===== src/rtl/dot_product.sv =====
// dot_product: two-stage signed N-element dot product, result wrapped to WIDTH bits
module dot_product #(
  parameter int WIDTH = 8,
  parameter int N     = 4
) (
  input  logic                    clk,
  input  logic                    rst_n,
  input  logic                    in_valid,
  input  logic signed [WIDTH-1:0] a [N],
  input  logic signed [WIDTH-1:0] b [N],
  output logic signed [WIDTH-1:0] out,
  output logic                    out_valid
);
  localparam int L  = $clog2(N);
  localparam int P  = 1 << L;
  localparam int PW = 2 * WIDTH;
  localparam int SW = PW + L;
  logic signed [PW-1:0] p [P];
  logic signed [SW-1:0] t [P];
  logic                 v1;
  // p is padded to a power of two; entries past N stay zero and act as tree leaves
  always_ff @(posedge clk or negedge rst_n) begin
    if (!rst_n) begin
      for (int i = 0; i < P; i++) p[i] <= '0;
      v1        <= 1'b0;
      out       <= '0;
      out_valid <= 1'b0;
    end else begin
      v1        <= in_valid;
      out_valid <= v1;
      if (in_valid)
        for (int i = 0; i < N; i++) p[i] <= PW'(a[i]) * PW'(b[i]);
      if (v1) out <= WIDTH'(t[0]);
    end
  end
  always_comb begin
    for (int i = 0; i < P; i++) t[i] = SW'(p[i]);
    for (int s = P / 2; s > 0; s = s / 2)
      for (int i = 0; i < s; i++) t[i] = t[2*i] + t[2*i+1];
  end
endmodule


===== config.mk =====
export PLATFORM = sky130hd
export DESIGN_NAME = dot_product
export DESIGN_NICKNAME = d
export VERILOG_FILES = /design/src/rtl/dot_product.sv
export SDC_FILE = /design/constraint.sdc
export NUM_CORES = 1
export LEC_CHECK = 0
export BUFFER_PORTS_ARGS = -buffer_cell sky130_fd_sc_hd__buf_4
export CAP_MARGIN = 20
export CORE_AREA = 2 2 156 82
export CTS_CLUSTER_SIZE = 12
export DETAILED_ROUTE_END_ITERATION = 8
export DIE_AREA = 0 0 158 84
export HOLD_SLACK_MARGIN = 0.02
export PLACE_DENSITY = 0.68
export SYNTH_ARGS = -nofsm -noshare
export SYNTH_HDL_FRONTEND = slang
export SYNTH_SLANG_ARGS = --single-unit

===== constraint.sdc =====
create_clock -name clk -period 6.18 [get_ports clk]
set_clock_uncertainty 0.2 [all_clocks]
set_input_delay 0.618 -clock clk [delete_from_list [all_inputs] [get_ports clk]]
set_output_delay 0.618 -clock clk [all_outputs]
set_load 0.05 [all_outputs]

==> impl_metrics.xml <==
<?xml version="1.0" encoding="UTF-8"?>
<metrics>
  <group name="run_status">
    <metric name="run_status" unit="">completed</metric>
  </group>
  <group name="route">
    <metric name="route.detailed.drc" unit="">0</metric>
    <metric name="num_vias" unit="">4076</metric>
    <metric name="routed_wl" unit="um">12060</metric>
    <metric name="detail_route.wl_per_cell" unit="um">13.81</metric>
    <metric name="drtIter0Drc" unit="">176</metric>
    <metric name="antenna_left" unit="">0</metric>
    <metric name="dr.pass1.iters" unit="">4</metric>
    <metric name="detail_route.vias_per_cell" unit="">4.669</metric>
  </group>
  <group name="worst_setup_path">
    <metric name="critical_path.top_delay_family" unit="">adder cells</metric>
    <metric name="critical_path.slowest_cell" unit="">sky130_fd_sc_hd__fa_1</metric>
    <metric name="cpMostUsedCell" unit="">sky130_fd_sc_hd__fa_1</metric>
    <metric name="critical_path_peak_fanout" unit="">7</metric>
    <metric name="timing_worst_setup_path_type" unit="">input pin to flop</metric>
    <metric name="worstSetupEndpointType" unit="">flop</metric>
    <metric name="critical_path_required" unit="ns">6.14</metric>
    <metric name="cp_cell_sequence" unit="">buf_4, nand2_1, fa_1, fa_1, fa_1, fa_1, inv_1, ha_1, a21oi_1, xnor3_1, xnor3_1, mux2_2</metric>
    <metric name="critical-path-max-stage-delay" unit="ns">0.57</metric>
    <metric name="path_buf_inv" unit="">2</metric>
    <metric name="critical_path_depth" unit="">12</metric>
    <metric name="cp_data_arrival_time" unit="ns">4.38</metric>
    <metric name="r2r_cells" unit="">11</metric>
    <metric name="start_kind" unit="">input pin</metric>
  </group>
  <group name="timing">
    <metric name="finalMaxSlewViolations" unit="">0</metric>
    <metric name="timing.hold.ws" unit="ns">0.1078</metric>
    <metric name="fin_ws" unit="ns">1.762</metric>
    <metric name="relSlewSlack" unit="">0.6021</metric>
    <metric name="fmax" unit="GHz">0.2264</metric>
    <metric name="setup_viol" unit="">0</metric>
    <metric name="finalHoldViolCount" unit="">0</metric>
    <metric name="final.min_clock_period" unit="ns">4.418</metric>
    <metric name="grt_setup_unrepaired" unit="">no</metric>
    <metric name="timing.setup.tns" unit="ns">0</metric>
    <metric name="tightestPinTransition" unit="ns">0.5969</metric>
    <metric name="timing.final.crit_share" unit="">0.7149</metric>
  </group>
  <group name="finish">
    <metric name="post_layout_nonfiller_instances" unit="">873</metric>
    <metric name="area.growth.synth_to_final" unit="%">15.59</metric>
    <metric name="finish.utilization" unit="">0.5581</metric>
    <metric name="fin_area" unit="um2">6764</metric>
    <metric name="num_antenna_cells" unit="">0</metric>
    <metric name="drive_above_1_share" unit="">0.1337</metric>
    <metric name="num-fill-cells" unit="">1072</metric>
    <metric name="design.final.nets" unit="">914</metric>
    <metric name="multi_input_comb_area" unit="um2">4268</metric>
    <metric name="final-seq-area" unit="um2">1051</metric>
  </group>
  <group name="cts">
    <metric name="cts.root.buffer_cell" unit="">sky130_fd_sc_hd__clkbuf_16</metric>
    <metric name="post_cts_hold_buffer_count" unit="">0</metric>
    <metric name="cts_buffer_depth" unit="">2</metric>
    <metric name="clk_latency" unit="ns">0.28</metric>
    <metric name="cts.sink_count" unit="">42</metric>
    <metric name="cts.reportedPaths.clkPinSlew" unit="ns">0.06</metric>
    <metric name="cts_buffers" unit="">5</metric>
    <metric name="post_cts.resized_instances" unit="">0</metric>
    <metric name="cts_tree" unit="">yes</metric>
    <metric name="h_tree_lvl_count" unit="">2</metric>
    <metric name="cts_setup_buffers" unit="">0</metric>
  </group>
  <group name="pwr">
    <metric name="leakage" unit="nW">3.507</metric>
    <metric name="vdd.ir_drop.worst" unit="uV">283.5</metric>
    <metric name="powerDensity" unit="nW/um2">341.9</metric>
    <metric name="total_power" unit="mW">2.313</metric>
  </group>
  <group name="die">
    <metric name="total_die_area" unit="um2">13270</metric>
    <metric name="num_rows" unit="">29</metric>
    <metric name="initial_core_util" unit="">0.4829</metric>
    <metric name="dieHeight" unit="um">84</metric>
    <metric name="core" unit="um2">12120</metric>
    <metric name="die-width" unit="um">158</metric>
    <metric name="design.portCount" unit="">76</metric>
  </group>
  <group name="synthesis">
    <metric name="synth.ff_latch_count" unit="">42</metric>
    <metric name="library_cell_with_the_largest_summed_area_after_synthesis" unit="">sky130_fd_sc_hd__fa_1</metric>
    <metric name="netlist_top_cells_count" unit="">134 x sky130_fd_sc_hd__inv_1, 84 x sky130_fd_sc_hd__and2_1, 83 x sky130_fd_sc_hd__ha_1</metric>
    <metric name="syn_avg_cell_area" unit="um2">9.318</metric>
    <metric name="synth_warnings" unit="">0</metric>
    <metric name="synth_sequential_area_ratio" unit="">0.1796</metric>
    <metric name="post_synth_inst_count" unit="">628</metric>
    <metric name="post_synth_main_area_contributors" unit="">sky130_fd_sc_hd__fa_1 21%, sky130_fd_sc_hd__dfrtp_1 18%, sky130_fd_sc_hd__ha_1 18%</metric>
    <metric name="postSynth.asyncResetShare" unit="">1.000</metric>
    <metric name="synth.most_common_cell" unit="">sky130_fd_sc_hd__inv_1</metric>
    <metric name="synth_nets" unit="">840</metric>
    <metric name="synth_flop_cell" unit="">sky130_fd_sc_hd__dfrtp_1</metric>
    <metric name="number_of_enable_flip_flop_cells_after_synthesis" unit="">0</metric>
    <metric name="netlist.area_leader.share" unit="">0.2121</metric>
    <metric name="post_synth_num_cell_types" unit="">26</metric>
    <metric name="netlist_area" unit="um2">5852</metric>
  </group>
  <group name="place">
    <metric name="place_congestion" unit="">0.8629</metric>
    <metric name="placed_wire_length_estimate_after_detailed_placement" unit="um">10590</metric>
    <metric name="dp_slack" unit="ns">1.454</metric>
    <metric name="buffer_ports.inserted" unit="">75</metric>
    <metric name="placedCellCount" unit="">865</metric>
    <metric name="placed_area" unit="um2">6598</metric>
  </group>
  <group name="global_route">
    <metric name="antenna_found_initial" unit="">0</metric>
    <metric name="grt_pass1_wl" unit="um">21030</metric>
    <metric name="grt_use_total" unit="">0.2010</metric>
    <metric name="vias_in_the_first_global_route" unit="">4264</metric>
    <metric name="grt.overflow.total" unit="">0</metric>
    <metric name="grt_start_max_net_pins" unit="">62</metric>
  </group>
  <group name="job">
    <metric name="drv.max_cap_violation_count" unit="">0</metric>
  </group>
  <group name="hold_path">
    <metric name="timing.hold.worst.class" unit="">input pin to async pin</metric>
  </group>
</metrics>
-- logic make-up (layout without fill, tap and decap cells) --
kind of cell / after synthesis / in the layout / synth area share
buffers and inverters: 142 / 217 / 0.09108
and+or+nand+nor: 173 / 173 / 0.1537
muxes: 9 / 9 / 0.01860
AOI/OAI and AO/OA: 48 / 48 / 0.04533
DFF: 42 / 42 / 0.1796
adders and majority gates: 145 / 145 / 0.3896
xor gates and xnor gates: 69 / 69 / 0.1221
-- final cells by class --
| type | count | share of cell area |
|---|---|---|
| Multi-Input combinational cell | 444 | 0.6310 |
| Sequential cell | 42 | 0.1554 |
| Timing Repair Buffer | 75 | 0.08324 |
| Inverter | 134 | 0.07436 |
| Tap cell | 170 | 0.03145 |
| Clock buffer | 8 | 0.02460 |
-- worst paths after layout --
check | from | endpoint | slack [ns]
worst max-delay path | a[17] | p[39] | 1.76
worst min-delay path | rst_n | out[2] | 0.11
min in group clk | out[2] | out[2] | 0.29
worst min register to register | out[2] | out[2] | 0.29
max in group asynchronous | rst_n | p[17] | 5.30
worst max register to register | p[1] | out[7] | 2.87
-- where the power goes --
part	internal, mW	switching [mW]	leakage (nW)
clock network	0.183	0.101	0.0832
logic	0.768	0.836	2.92
registers	0.375	0.0505	0.505
-- registers in the layout, summed over array words and instances, names as in the netlist --
signal     cells
out            8
out_valid      1
v1             1
p             32
-- layer usage --
layer | global-route usage | up-vias | wire [um]
li1 | - | 2055 | -
met1 | 0.3431 | 1936 | 6867
met2 | 0.2743 | 81 | 4680
met3 | 0.03011 | 4 | 490
met4 | 0.009828 | 0 | 18
met5 | 0 | - | 0
-- placed cells by master, fill, tap and decap left out --
cell                        netlist  final
sky130_fd_sc_hd__and2_2           6      6
sky130_fd_sc_hd__inv_1          134    134
sky130_fd_sc_hd__clkbuf_16        0      5
sky130_fd_sc_hd__mux2_2           3      3
sky130_fd_sc_hd__nor2b_1          2      2
sky130_fd_sc_hd__xnor2_1         54     54
sky130_fd_sc_hd__a21oi_1         15     15
sky130_fd_sc_hd__mux2_1           4      4
sky130_fd_sc_hd__o221ai_1         1      1
sky130_fd_sc_hd__clkbuf_8         0      3
sky130_fd_sc_hd__ha_1            83     83
sky130_fd_sc_hd__o21bai_1         1      1
sky130_fd_sc_hd__o21ai_0          1      1
sky130_fd_sc_hd__nand2b_1         3      3
sky130_fd_sc_hd__and2_1          84     84
sky130_fd_sc_hd__xor2_1           7      7
sky130_fd_sc_hd__xnor3_1          8      8
sky130_fd_sc_hd__o21ai_1         23     23
sky130_fd_sc_hd__nor2_1           7      7
sky130_fd_sc_hd__nand3_1          4      4
sky130_fd_sc_hd__nand2_1         67     67
sky130_fd_sc_hd__fa_1            62     62
sky130_fd_sc_hd__buf_4            0     75
sky130_fd_sc_hd__a211o_1          1      1
sky130_fd_sc_hd__mux2_4           2      2
sky130_fd_sc_hd__dfrtp_1         42     42
sky130_fd_sc_hd__a21o_1           6      6
(Power assumes the default switching activity.)
